`src/rtl/nq_pkg.sv`:
```
// Shared definitions for the NanoQuarter decode stage: opcode classes, {op,funct} codes,
// the decoded-instruction record and the combinational decode function.
package nq_pkg;

  localparam logic [1:0] OP_R  = 2'b00;
  localparam logic [1:0] OP_I  = 2'b01;
  localparam logic [1:0] OP_BR = 2'b10;
  localparam logic [1:0] OP_J  = 2'b11;

  localparam logic [4:0] NAND = 5'b00_000;
  localparam logic [4:0] AND  = 5'b00_001;
  localparam logic [4:0] OR   = 5'b00_010;
  localparam logic [4:0] XOR  = 5'b00_011;
  localparam logic [4:0] ADD  = 5'b00_100;
  localparam logic [4:0] SUB  = 5'b00_101;
  localparam logic [4:0] SLT  = 5'b00_110;
  localparam logic [4:0] LUI  = 5'b01_000;
  localparam logic [4:0] ADDI = 5'b01_001;
  localparam logic [4:0] ANDI = 5'b01_010;
  localparam logic [4:0] ORI  = 5'b01_011;
  localparam logic [4:0] LW   = 5'b01_100;
  localparam logic [4:0] SW   = 5'b01_101;

  localparam int unsigned OP_MSB    = 15;
  localparam int unsigned R_RD_MSB  = 13;
  localparam int unsigned R_RS1_MSB = 10;
  localparam int unsigned R_RS2_MSB = 7;
  localparam int unsigned R_FN_MSB  = 4;
  localparam int unsigned R_SH_MSB  = 1;
  localparam int unsigned I_FN_MSB  = 13;
  localparam int unsigned I_RD_MSB  = 10;
  localparam int unsigned IMM_MSB   = 7;

  typedef struct packed {
    logic [1:0]  op;
    logic [2:0]  funct;
    logic [1:0]  shamt;
    logic [7:0]  idata;
    logic [2:0]  rd;
    logic [2:0]  rs1;
    logic [2:0]  rs2;
    logic [15:0] pc;
    logic        is_mem;
    logic        is_ctrl;
    logic        illegal;
  } dec_t;

  function automatic dec_t decode_inst(input logic [15:0] inst, input logic [15:0] pc);
    dec_t       d;
    logic [4:0] code;
    d    = '0;
    d.op = inst[OP_MSB -: 2];
    d.pc = pc;
    case (d.op)
      OP_R: begin
        d.rd    = inst[R_RD_MSB -: 3];
        d.rs1   = inst[R_RS1_MSB -: 3];
        d.rs2   = inst[R_RS2_MSB -: 3];
        d.funct = inst[R_FN_MSB -: 3];
        d.shamt = inst[R_SH_MSB -: 2];
      end
      OP_I: begin
        d.funct = inst[I_FN_MSB -: 3];
        d.rd    = inst[I_RD_MSB -: 3];
        d.rs1   = inst[I_RD_MSB -: 3];
        d.idata = inst[IMM_MSB -: 8];
      end
      default: begin
        d.funct = inst[I_FN_MSB -: 3];
        d.rs1   = inst[I_RD_MSB -: 3];
        d.idata = inst[IMM_MSB -: 8];
      end
    endcase
    code      = {d.op, d.funct};
    d.is_mem  = (code == LW) || (code == SW);
    d.is_ctrl = d.op[1];
    // Control classes accept every funct; only the top R and I codes are undefined.
    d.illegal = (code == 5'b00_111) || (code == 5'b01_110) || (code == 5'b01_111);
    return d;
  endfunction

endpackage

```
`src/rtl/nq_skid_fifo.sv`:
```
// DEPTH-entry valid/ready queue of decoded instructions; head entry drives the outputs directly.
module nq_skid_fifo
  import nq_pkg::*;
#(
  parameter int unsigned DEPTH = 2
) (
  input  logic clk,
  input  logic rst_n,
  input  logic flush_i,
  input  logic push_valid_i,
  output logic push_ready_o,
  input  dec_t push_data_i,
  output logic pop_valid_o,
  input  logic pop_ready_i,
  output dec_t pop_data_o
);

  localparam int unsigned PW = (DEPTH > 1) ? $clog2(DEPTH) : 1;
  localparam int unsigned CW = $clog2(DEPTH + 1);

  dec_t          mem_q [DEPTH];
  logic [PW-1:0] wptr_q, rptr_q;
  logic [CW-1:0] count_q;
  logic          push, pop;

  assign push_ready_o = (count_q < CW'(DEPTH));
  assign pop_valid_o  = (count_q != '0);
  assign pop_data_o   = mem_q[rptr_q];
  assign push         = push_valid_i & push_ready_o & ~flush_i;
  assign pop          = pop_valid_o & pop_ready_i;

  always_ff @(posedge clk or negedge rst_n) begin
    if (!rst_n) begin
      wptr_q  <= '0;
      rptr_q  <= '0;
      count_q <= '0;
      for (int i = 0; i < int'(DEPTH); i++) begin
        mem_q[i] <= '0;
      end
    end else if (flush_i) begin
      wptr_q  <= '0;
      rptr_q  <= '0;
      count_q <= '0;
    end else begin
      if (push) begin
        mem_q[wptr_q] <= push_data_i;
        wptr_q        <= wptr_q + PW'(1);
      end
      if (pop) begin
        rptr_q <= rptr_q + PW'(1);
      end
      count_q <= count_q + CW'(push) - CW'(pop);
    end
  end

endmodule

```
`src/rtl/nq_inst_decode.sv`:
```
// NanoQuarter decode stage: decodes on enqueue into a skid queue and counts illegal dequeues.
module nq_inst_decode
  import nq_pkg::*;
#(
  parameter int unsigned IW    = 16,
  parameter int unsigned DEPTH = 2,
  parameter int unsigned CNTW  = 8
) (
  input  logic            clk,
  input  logic            rst_n,
  input  logic            in_valid,
  output logic            in_ready,
  input  logic [IW-1:0]   in_inst,
  input  logic [15:0]     in_pc,
  input  logic            flush,
  output logic            out_valid,
  input  logic            out_ready,
  output logic [1:0]      out_op,
  output logic [2:0]      out_funct,
  output logic [1:0]      out_shamt,
  output logic [7:0]      out_idata,
  output logic [2:0]      out_rd,
  output logic [2:0]      out_rs1,
  output logic [2:0]      out_rs2,
  output logic [15:0]     out_pc,
  output logic            out_is_mem,
  output logic            out_is_ctrl,
  output logic            out_illegal,
  output logic [CNTW-1:0] illegal_cnt
);

  dec_t            dec_in, head;
  logic [CNTW-1:0] cnt_q, cnt_d;

  assign dec_in = decode_inst(in_inst[15:0], in_pc);

  nq_skid_fifo #(
    .DEPTH(DEPTH)
  ) u_fifo (
    .clk         (clk),
    .rst_n       (rst_n),
    .flush_i     (flush),
    .push_valid_i(in_valid),
    .push_ready_o(in_ready),
    .push_data_i (dec_in),
    .pop_valid_o (out_valid),
    .pop_ready_i (out_ready),
    .pop_data_o  (head)
  );

  assign out_op      = head.op;
  assign out_funct   = head.funct;
  assign out_shamt   = head.shamt;
  assign out_idata   = head.idata;
  assign out_rd      = head.rd;
  assign out_rs1     = head.rs1;
  assign out_rs2     = head.rs2;
  assign out_pc      = head.pc;
  assign out_is_mem  = head.is_mem;
  assign out_is_ctrl = head.is_ctrl;
  assign out_illegal = head.illegal;
  assign illegal_cnt = cnt_q;

  // A dequeue in a flush cycle still counts.
  always_comb begin
    cnt_d = cnt_q;
    if (out_valid && out_ready && head.illegal && (cnt_q != '1)) begin
      cnt_d = cnt_q + CNTW'(1);
    end
  end

  always_ff @(posedge clk or negedge rst_n) begin
    if (!rst_n) begin
      cnt_q <= '0;
    end else begin
      cnt_q <= cnt_d;
    end
  end

endmodule

```
`config.mk`:
```
export PLATFORM = sky130hd
export DESIGN_NAME = nq_inst_decode
export DESIGN_NICKNAME = d
export VERILOG_FILES = /design/src/rtl/nq_pkg.sv /design/src/rtl/nq_skid_fifo.sv /design/src/rtl/nq_inst_decode.sv
export SDC_FILE = /design/constraint.sdc
export NUM_CORES = 1
export LEC_CHECK = 0
export ABC_AREA = 1
export ABC_CLOCK_PERIOD_IN_PS = 3400
export CORE_UTILIZATION = 30
export DETAILED_ROUTE_END_ITERATION = 6
export DONT_BUFFER_PORTS = 1
export GPL_ROUTABILITY_DRIVEN = 0
export MAX_ROUTING_LAYER = met4
export PLACE_DENSITY = 0.46
export SETUP_SLACK_MARGIN = 0.05
export SLEW_MARGIN = 20
export SYNTH_ARGS = -nofsm -noshare
export SYNTH_HDL_FRONTEND = slang
export SYNTH_SLANG_ARGS = --single-unit
```
`constraint.sdc`:
```
create_clock -name clk -period 3.4 [get_ports clk]
set_input_delay 0.68 -clock clk [delete_from_list [all_inputs] [get_ports clk]]
set_output_delay 0.68 -clock clk [all_outputs]
set_load 0.03 [all_outputs]
```
==> flow_metrics.env, run 1 <==
export IMPL_status="complete, but fails checks"
export IMPL_violations="design-rule violations"
export IMPL_final_core_util_pct=33.8
export IMPL_fin_ws_ns=0.902
export IMPL_min_period_over_period_pct=73.5
export IMPL_path_max_fanout=18
export IMPL_period_needed_ns=2.50
export IMPL_htree_levels=3
export IMPL_drive_above_1_share_pct=8.58
export IMPL_crit_path_frequent_cell="nand2_1"
export IMPL_dieArea_um2=16000
export IMPL_drtIter0Drc=245
export IMPL_synth_nets=640
export IMPL_r2r_cells=7
export IMPL_grt_start_max_net_pins=97
export IMPL_yosysWarnings=0
export IMPL_cts_buffer_depth=2
export IMPL_cts_tree="done"
export IMPL_grt_pass1_wl_um=17500
export IMPL_path_buf_inv=2
export IMPL_ctsHoldBuffers=0
export IMPL_routed_wl_um=10800
export IMPL_ioPinCount=90
export IMPL_via_count=3594
export IMPL_place_inst=779
export IMPL_final_setup_skew_ns=0.00286
export IMPL_die_width_um=126
export IMPL_max_freq_mhz=400
export IMPL_finalNonFillerCells=794
export IMPL_worstPathArrival_ns=1.82
export IMPL_synthToLayoutAreaGrowth_pct=10.4
export IMPL_cp_required_ns=2.72
export IMPL_relSlewSlack_pct=44.5
export IMPL_tightestPinTransition_ns=0.833
export IMPL_vias_per_cell=4.53
export IMPL_cp_slowest_stage_delay_ns=0.44
export IMPL_track_usage_pct=14.7
export IMPL_peakVddDrop_uv=497
export IMPL_r2r_slack_ns=1.42
export IMPL_grt_pass1_vias=3441
export IMPL_initial_core_util_pct=30.6
export IMPL_clock_sinks=96
export IMPL_postCtsSetupRepairBufs=0
export IMPL_critPathCaptureType="output port"
export IMPL_p_leak_nw=2.69
export IMPL_synth_seq_cells=96
export IMPL_avgRoutedWirePerCell_um=13.7
export IMPL_core_um2=15100
export IMPL_overflow=0
export IMPL_hp_class="input pin to asynchronous set/reset pin"
export IMPL_drv_cap=0
export IMPL_clkTransAtPathRegs_ns=0.06
export IMPL_hold_viol=0
export IMPL_reg2reg_to="u_fifo.mem_q[0]"
export IMPL_setup_viol=0
export IMPL_final_nets=642
export IMPL_antenna_found_initial=0
export IMPL_ys_types=23
export IMPL_clock_root_buffer="clkbuf_16"
export IMPL_cp_slowest_cell="inv_1"
export IMPL_syn_area_per_cell_um2=7.73
export IMPL_slew_violations=0
export IMPL_power_density_nw_per_um2=921
export IMPL_rr_startpoint="u_fifo.count_q[1]"
export IMPL_critical_path_class="flop to output port"
export IMPL_die_y_um=126
export IMPL_drtPass1Iterations=7
export IMPL_start_kind="flop"
export IMPL_antenna_cells=0
export IMPL_worstPathCellList="inv_1, buf_4, nand2_1, nand2_1"
export IMPL_post_cts_resized=0
export IMPL_crit_family="buffers and inverters"
export IMPL_cts_buffers=9
export IMPL_rows=45
export IMPL_dp_hpwl_um=6890
export IMPL_rsz0062_at_grt="false"
export IMPL_ant_nets=0
export IMPL_synth_seq_area_share_pct=51.8
export IMPL_synth_area_um2=4640
export IMPL_total_power_mw=4.71
export IMPL_clock_latency_ns=0.34
export IMPL_dp_slack_ns=1.23
export IMPL_drc=2
export IMPL_setup_tns_ns=0
export IMPL_synthesis_instances=600
export IMPL_path_depth=4
export IMPL_portBuffers=0
[final cells by class]
class | instances | area (um2)
clock buffers | 13 | 250
clock inverters | 2 | 38.8
fillers | 1635 | 10000
inverters | 68 | 260
multi-input cells | 409 | 1800
flip-flops and latches | 96 | 2400
well taps | 188 | 235
repair buffers | 18 | 135
[layout by cell type (no fill, tap or decap), drive strengths merged]
master,count
dfrtp,96
buf,18
and2,1
xor2,1
o21ai,86
bufinv,1
ha,3
nor2,27
clkbuf,13
nand2,277
nand3,7
a21oi,1
inv,69
o22ai,3
xnor2,3
[power breakdown]
part / internal, mW / total (mW) / switching [mW]
Sequential: 1.60 / 1.87 / 0.267
Combinational: 0.487 / 1.83 / 1.34
Clock: 0.590 / 1.01 / 0.422
Total: 2.68 / 4.71 / 2.03
[kinds of logic (layout without fill, tap and decap cells)]
| family | Yosys count | count (layout) | synth area share (%) |
|---|---|---|---|
| AND/OR/NAND/NOR | 312 | 312 | 26.5 |
| flip-flops | 96 | 96 | 51.8 |
| buffers and inverters | 95 | 101 | 9.42 |
| AO/OA/AOI/OAI | 90 | 90 | 10.7 |
| XOR/XNOR | 4 | 4 | 0.756 |
| adder cells (fa/ha/maj) | 3 | 3 | 0.810 |
[layer usage]
metal	track usage [%]	up-vias	part of all wire, %
li1	-	1828	-
met1	18.5	1674	48
met2	22.7	86	45
met3	5.15	6	6.4
met4	3.40	0	0.80
met5	-	-	0
[synth_stat cells (all sizes together)]
| master | instances | area, um2 |
|---|---|---|
| o21ai | 86 | 472 |
| nor2 | 27 | 125 |
| clkbuf | 3 | 11.3 |
| ha | 3 | 37.5 |
| and2 | 1 | 6.26 |
| xor2 | 1 | 8.76 |
| buf | 24 | 165 |
| xnor2 | 3 | 26.3 |
| dfrtp | 96 | 2400 |
| a21oi | 1 | 5.00 |
| o22ai | 3 | 18.8 |
| nand2 | 277 | 1060 |
| inv | 68 | 260 |
| nand3 | 7 | 35.0 |
[sequential cells by signal, summed over array words and instances, names as in the netlist]
signal          flops
u_fifo.wptr_q       1
u_fifo.mem_q       84
illegal_cnt         8
u_fifo.rptr_q       1
u_fifo.count_q      2
[worst max path at each step]
stage | to | startpoint
6_report | out_pc[11] | u_fifo.rptr_q
5_1_grt | out_pc[11] | u_fifo.rptr_q
4_1_cts | out_pc[11] | u_fifo.rptr_q
3_5_place_dp | out_pc[11] | u_fifo.rptr_q
3_3_place_gp | out_pc[11] | u_fifo.rptr_q
2_1_floorplan | out_op[1] | u_fifo.rptr_q
[per-stage QoR]
stage / area, um2 / hold slack (ns)
6_report: 5120 / 0.0331
5_1_grt: 5120 / 0.00604
4_1_cts: 5120 / 0.0153
3_5_place_dp: 4830 / 0.389
3_3_place_gp: 4830 / 0.387
2_1_floorplan: 4640 / 0.384
[worst register-to-register path: cells and delay by family (launching register included)]
family / cells / cell delay (ns)
AND/OR/NAND/NOR: 5 / 0.85
buffers and inverters: 2 / 0.64
flip-flops: 1 / 0.42
No activity file was read; power rests on OpenSTA's default activity.
==> run 2, diff against run 1 <==
ABC_CLOCK_PERIOD_IN_PS = 2580   (was 3400)
clock period = 2.58 ns   (was 3.4 ns; I/O delays follow)
==> flow_metrics.env, run 2 (synthesized netlist as in run 1, its figures left out) <==
export IMPL_rows=45
export IMPL_vias_per_cell=4.58
export IMPL_hold_viol=96
export IMPL_grt_pass1_vias=3463
export IMPL_cp_slowest_cell="dfrtp_2"
export IMPL_cts_buffers=9
export IMPL_path_buf_inv=2
export IMPL_drc=0
export IMPL_worst_hold_slack_ns=-0.125
export IMPL_cp_required_ns=2.06
export IMPL_final_common_cell="nand2_1"
export IMPL_p_int_mw=3.65
export IMPL_switchingPower_mw=2.76
export IMPL_portBuffers=0
export IMPL_largest_register="u_fifo.mem_q"
export IMPL_grt_start_max_net_pins=97
export IMPL_drv_cap=0
export IMPL_drtIter0Drc=209
export IMPL_swShare_pct=43.0
export IMPL_cts_tree="done"
export IMPL_dp_hpwl_um=7160
export IMPL_drtPass1Iterations=5
export IMPL_routed_wl_um=10800
export IMPL_avgRoutedWirePerCell_um=13.4
export IMPL_crit_family="flip-flops"
export IMPL_postCtsSetupRepairBufs=0
export IMPL_final_seq_area_um2=2400
export IMPL_mostFrequentLayoutCells="nand2_1 (274), dfrtp_1 (95), inv_1 (65)"
export IMPL_core_um2=15100
export IMPL_min_period_over_period_pct=83.9
export IMPL_cp_slowest_stage_delay_ns=0.56
export IMPL_clkTransAtPathRegs_ns=0.07
export IMPL_via_count=3692
export IMPL_die_width_um=126
export IMPL_drive_above_1_share_pct=10.8
export IMPL_fillers=1602
export IMPL_tightestPinTransition_ns=0.510
export IMPL_track_usage_pct=14.6
export IMPL_overflow=0
export IMPL_power_frac_seq_pct=38.8
export IMPL_final_setup_skew_ns=0.00802
export IMPL_multi_input_area_um2=1800
export IMPL_clock_latency_ns=0.34
export IMPL_slew_violations=0
export IMPL_htree_levels=3
export IMPL_post_cts_resized=0
export IMPL_cts_buffer_depth=2
export IMPL_antenna_found_initial=0
export IMPL_critical_path_class="flop to output port"
export IMPL_grt_pass1_wl_um=17500
export IMPL_clock_sinks=96
export IMPL_ioPinCount=90
export IMPL_synthToLayoutAreaGrowth_pct=13.9
export IMPL_hp_class="input pin to asynchronous set/reset pin"
export IMPL_start_kind="flop"
export IMPL_dieArea_um2=16000
export IMPL_antenna_cells=0
export IMPL_worstPathCellList="buf_12, o21ai_0, buf_4"
export IMPL_peakVddDrop_uv=684
export IMPL_critPathCaptureType="output port"
export IMPL_pwr_share_comb_pct=41.1
export IMPL_violations="negative hold slack"
export IMPL_period_needed_ns=2.17
export IMPL_final_nets=653
export IMPL_clkPwrFrac_pct=20.1
export IMPL_relSlewSlack_pct=66.0
export IMPL_rsz0062_at_grt="false"
export IMPL_setup_tns_ns=0
export IMPL_initial_core_util_pct=30.6
export IMPL_status="complete, but fails checks"
export IMPL_die_y_um=126
export IMPL_ant_nets=0
export IMPL_clock_root_buffer="clkbuf_16"
export IMPL_path_max_fanout=42
export IMPL_setup_viol=0
export IMPL_p_leak_nw=2.77
export IMPL_worstPathArrival_ns=1.65
export IMPL_max_freq_mhz=462
export IMPL_largest_register_ffs=84
export IMPL_power_density_nw_per_um2=1210
==> run 2: worst paths after layout <==
| check | start | to | slack [ns] | cells past startpoint |
|---|---|---|---|---|
| min in group clk | flush | u_fifo.count_q[0] | 0.24 | 1 |
| hold / removal | rst_n | u_fifo.mem_q[48] | -0.13 | 0 |
| setup / recovery | u_fifo.rptr_q | out_idata[0] | 0.41 | 3 |
| hold reg to reg | u_fifo.mem_q[68] | u_fifo.mem_q[68] | 0.48 | 2 |
| max in group asynchronous | rst_n | u_fifo.mem_q[64] | 2.42 | 0 |
| setup reg to reg | u_fifo.count_q[1] | u_fifo.mem_q[7] | 0.80 | 7 |
==> run 2: routing by layer <==
layer	GRT usage (%)	wire, um	up-vias
li1	-	-	1846
met1	18.3	5150	1746
met2	22.5	4940	92
met3	4.51	604	8
met4	4.89	99	0
met5	-	0	-
==> run 2: per-stage QoR <==
stage	util, %	instance area, um2	power (mW)	std cells	worst slack [ns]
global placement	33.0	5000	5.13	790	0.767
CTS	34.9	5280	6.51	806	0.346
detailed placement	33.0	5000	5.19	790	0.732
finish	34.9	5280	6.41	806	0.415
global route	34.9	5280	6.85	806	0.320
floorplan	-	4640	4.42	600	0.721
==> run 2: power by group through the flow <==
stage	combinational [mW]	clock, mW	sequential [mW]
final	2.63	1.29	2.48
after floorplan	2.01	0	2.41
after global routing	2.90	1.39	2.56
after CTS	2.69	1.33	2.49
after detailed placement	2.68	0	2.51
after global placement	2.64	0	2.49
==> run 2: area by class of cell <==
cell class,count,area share [%]
repair buffers,29,5.78
multi-input cells,409,34.0
well taps,188,4.45
flip-flops and latches,96,45.5
clock inverters,6,0.782
clock buffers,10,4.52
inverters,68,4.93
==> run 3, diff against run 2 <==
ABC_AREA = 0   (was 1)
ABC_CLOCK_PERIOD_IN_PS = 2300   (was 2580)
clock period = 2.3 ns   (was 2.58 ns; I/O delays follow)
==> flow_metrics.env, run 3 <==
export IMPL_fillers=1427
export IMPL_cp_slowest_stage_delay_ns=0.61
export IMPL_drive_above_1_share_pct=24.1
export IMPL_synth_seq_cells=96
export IMPL_worstPathArrival_ns=1.63
export IMPL_mostFrequentLayoutCells="nand2_1 (126), dfrtp_1 (95), mux2_2 (65)"
export IMPL_max_freq_mhz=479
export IMPL_routed_wl_um=9710
export IMPL_clock_root_buffer="clkbuf_16"
export IMPL_switchingPower_mw=2.67
export IMPL_status="complete, but fails checks"
export IMPL_cp_required_ns=1.84
export IMPL_synthToLayoutAreaGrowth_pct=11.3
export IMPL_clock_sinks=96
export IMPL_met1_length_um=4450
export IMPL_cp_slowest_cell="dfrtp_4"
export IMPL_grt_pass1_vias=2936
export IMPL_routed_top_layer="met4"
export IMPL_place_inst=572
export IMPL_synth_seq_area_share_pct=54.9
export IMPL_grt_start_max_net_pins=97
export IMPL_cts_tree="done"
export IMPL_peakVddDrop_uv=536
export IMPL_dr_wl_met2_um=4520
export IMPL_clkPwrFrac_pct=22.5
export IMPL_rows=43
export IMPL_ioPinCount=90
export IMPL_synth_common_cells="nand2_1 (126), dfrtp_1 (96), mux2_2 (65)"
export IMPL_synth_ff_type="dfrtp_1"
export IMPL_dp_hpwl_um=6350
export IMPL_setup_tns_ns=0
export IMPL_final_common_cell="nand2_1"
export IMPL_start_kind="flop"
export IMPL_drv_cap=0
export IMPL_drtIter0Drc=143
export IMPL_path_max_fanout=17
export IMPL_tightestPinTransition_ns=0.552
export IMPL_power_density_nw_per_um2=1400
export IMPL_die_y_um=123
export IMPL_slew_violations=0
export IMPL_pwr_share_comb_pct=35.9
export IMPL_via_count=2791
export IMPL_synth_area_um2=4370
export IMPL_htree_levels=3
export IMPL_synth_edf_count=0
export IMPL_rsz0062_at_grt="false"
export IMPL_worstPathCellList="buf_4, mux2_2"
export IMPL_final_setup_skew_ns=0.00490
export IMPL_violations="negative hold slack"
export IMPL_period_needed_ns=2.09
export IMPL_clock_latency_ns=0.34
export IMPL_critPathCaptureType="output port"
export IMPL_p_int_mw=4.16
export IMPL_cts_buffer_depth=2
export IMPL_swShare_pct=39.1
export IMPL_die_width_um=123
export IMPL_clkTransAtPathRegs_ns=0.07
export IMPL_yosysMostFrequentCell="nand2_1"
export IMPL_final_nets=443
export IMPL_avgRoutedWirePerCell_um=16.5
export IMPL_antenna_cells=0
export IMPL_relSlewSlack_pct=63.1
export IMPL_power_frac_seq_pct=41.6
export IMPL_dieArea_um2=15100
export IMPL_hold_viol=96
export IMPL_ant_nets=0
export IMPL_largest_register_ffs=84
export IMPL_async_flop_share_pct=100
export IMPL_synth_nets=451
export IMPL_drc=0
export IMPL_postCtsSetupRepairBufs=0
export IMPL_min_period_over_period_pct=90.7
export IMPL_portBuffers=0
export IMPL_yosys_area_top_type="dfrtp_1"
export IMPL_worst_hold_slack_ns=-0.189
export IMPL_setup_viol=0
export IMPL_yosysTopAreaCellShare_pct=54.9
export IMPL_critical_path_class="flop to output port"
export IMPL_synthTopCellsByArea="dfrtp_1 (55%), mux2_2 (17%), nand2_1 (11%)"
export IMPL_vias_per_cell=4.75
export IMPL_initial_core_util_pct=31.2
export IMPL_yosysWarnings=0
export IMPL_p_leak_nw=2.28
export IMPL_hp_class="input pin to asynchronous set/reset pin"
export IMPL_cts_buffers=9
export IMPL_dr_wl_met3_um=639
export IMPL_syn_area_per_cell_um2=10.6
export IMPL_path_buf_inv=1
export IMPL_overflow=0
export IMPL_antenna_found_initial=0
export IMPL_track_usage_pct=14.3
export IMPL_drtPass1Iterations=4
export IMPL_core_um2=14000
export IMPL_grt_pass1_wl_um=15600
export IMPL_ys_types=34
export IMPL_finalNonFillerCells=587
export IMPL_crit_family="flip-flops"
export IMPL_largest_register="u_fifo.mem_q"
export IMPL_synthesis_instances=411
## run 3: per-stage QoR
| stage | setup slack (ns) | area, um2 | hold WS [ns] | power [mW] | util (%) |
|---|---|---|---|---|---|
| 5_1_grt | 0.153 | 4870 | -0.212 | 7.27 | 34.7 |
| 3_3_place_gp | 0.456 | 4560 | 0.166 | 5.27 | 32.5 |
| 6_report | 0.213 | 4870 | -0.189 | 6.82 | 34.7 |
| 2_1_floorplan | 0.561 | 4370 | 0.164 | 4.95 | - |
| 4_1_cts | 0.0784 | 4860 | -0.207 | 6.94 | 34.6 |
| 3_5_place_dp | 0.458 | 4560 | 0.166 | 5.35 | 32.5 |
## run 3: power by group through the flow
stage	Clock [mW]	Combinational, mW	Sequential, mW
3_5_place_dp	0	2.49	2.87
3_3_place_gp	0	2.43	2.84
6_report	1.54	2.45	2.84
4_1_cts	1.61	2.49	2.84
5_1_grt	1.67	2.67	2.93
2_1_floorplan	0	2.27	2.68
## run 3: path summary, 6_finish.rpt
| check | start | end | slack [ns] | cells past startpoint |
|---|---|---|---|---|
| min in group clk | flush | u_fifo.rptr_q | 0.18 | 1 |
| hold / removal | rst_n | illegal_cnt[4] | -0.19 | 0 |
| setup reg to reg | illegal_cnt[0] | illegal_cnt[1] | 0.49 | 5 |
| max in group asynchronous | rst_n | u_fifo.mem_q[44] | 2.28 | 0 |
| setup / recovery | u_fifo.rptr_q | out_pc[6] | 0.21 | 2 |
| hold reg to reg | u_fifo.mem_q[35] | u_fifo.mem_q[35] | 0.47 | 2 |
## run 3: logic make-up after synthesis
kind of cell / Yosys count / synth area share [%]
and+or+nand+nor: 158 / 15.3
DFF: 96 / 54.9
muxes: 74 / 18.9
AOI/OAI and AO/OA: 41 / 4.86
buffers and inverters: 31 / 3.49
xor gates and xnor gates: 8 / 1.60
adders and majority gates: 3 / 0.858
## run 3: area by class of cell
cell class | count | area (um2) | area share, %
clock inverters | 3 | 40.0 | 0.823
inverters | 6 | 22.5 | 0.463
clock buffers | 12 | 267 | 5.48
repair buffers | 6 | 82.6 | 1.70
multi-input cells | 284 | 1820 | 37.5
flip-flops and latches | 96 | 2410 | 49.4
well taps | 180 | 225 | 4.63
## run 3: what timing repair did
action	in CTS	in global routing
endpoints found under the setup margin	0	7
gates resized for setup	0	1
hold endpoints to repair	96	96
## run 3: layer usage
metal | vias up | global-route usage [%]
li1 | 1335 | -
met5 | - | -
met1 | 1385 | 18.2
met3 | 9 | 4.97
met2 | 62 | 21.3
met4 | 0 | 4.34
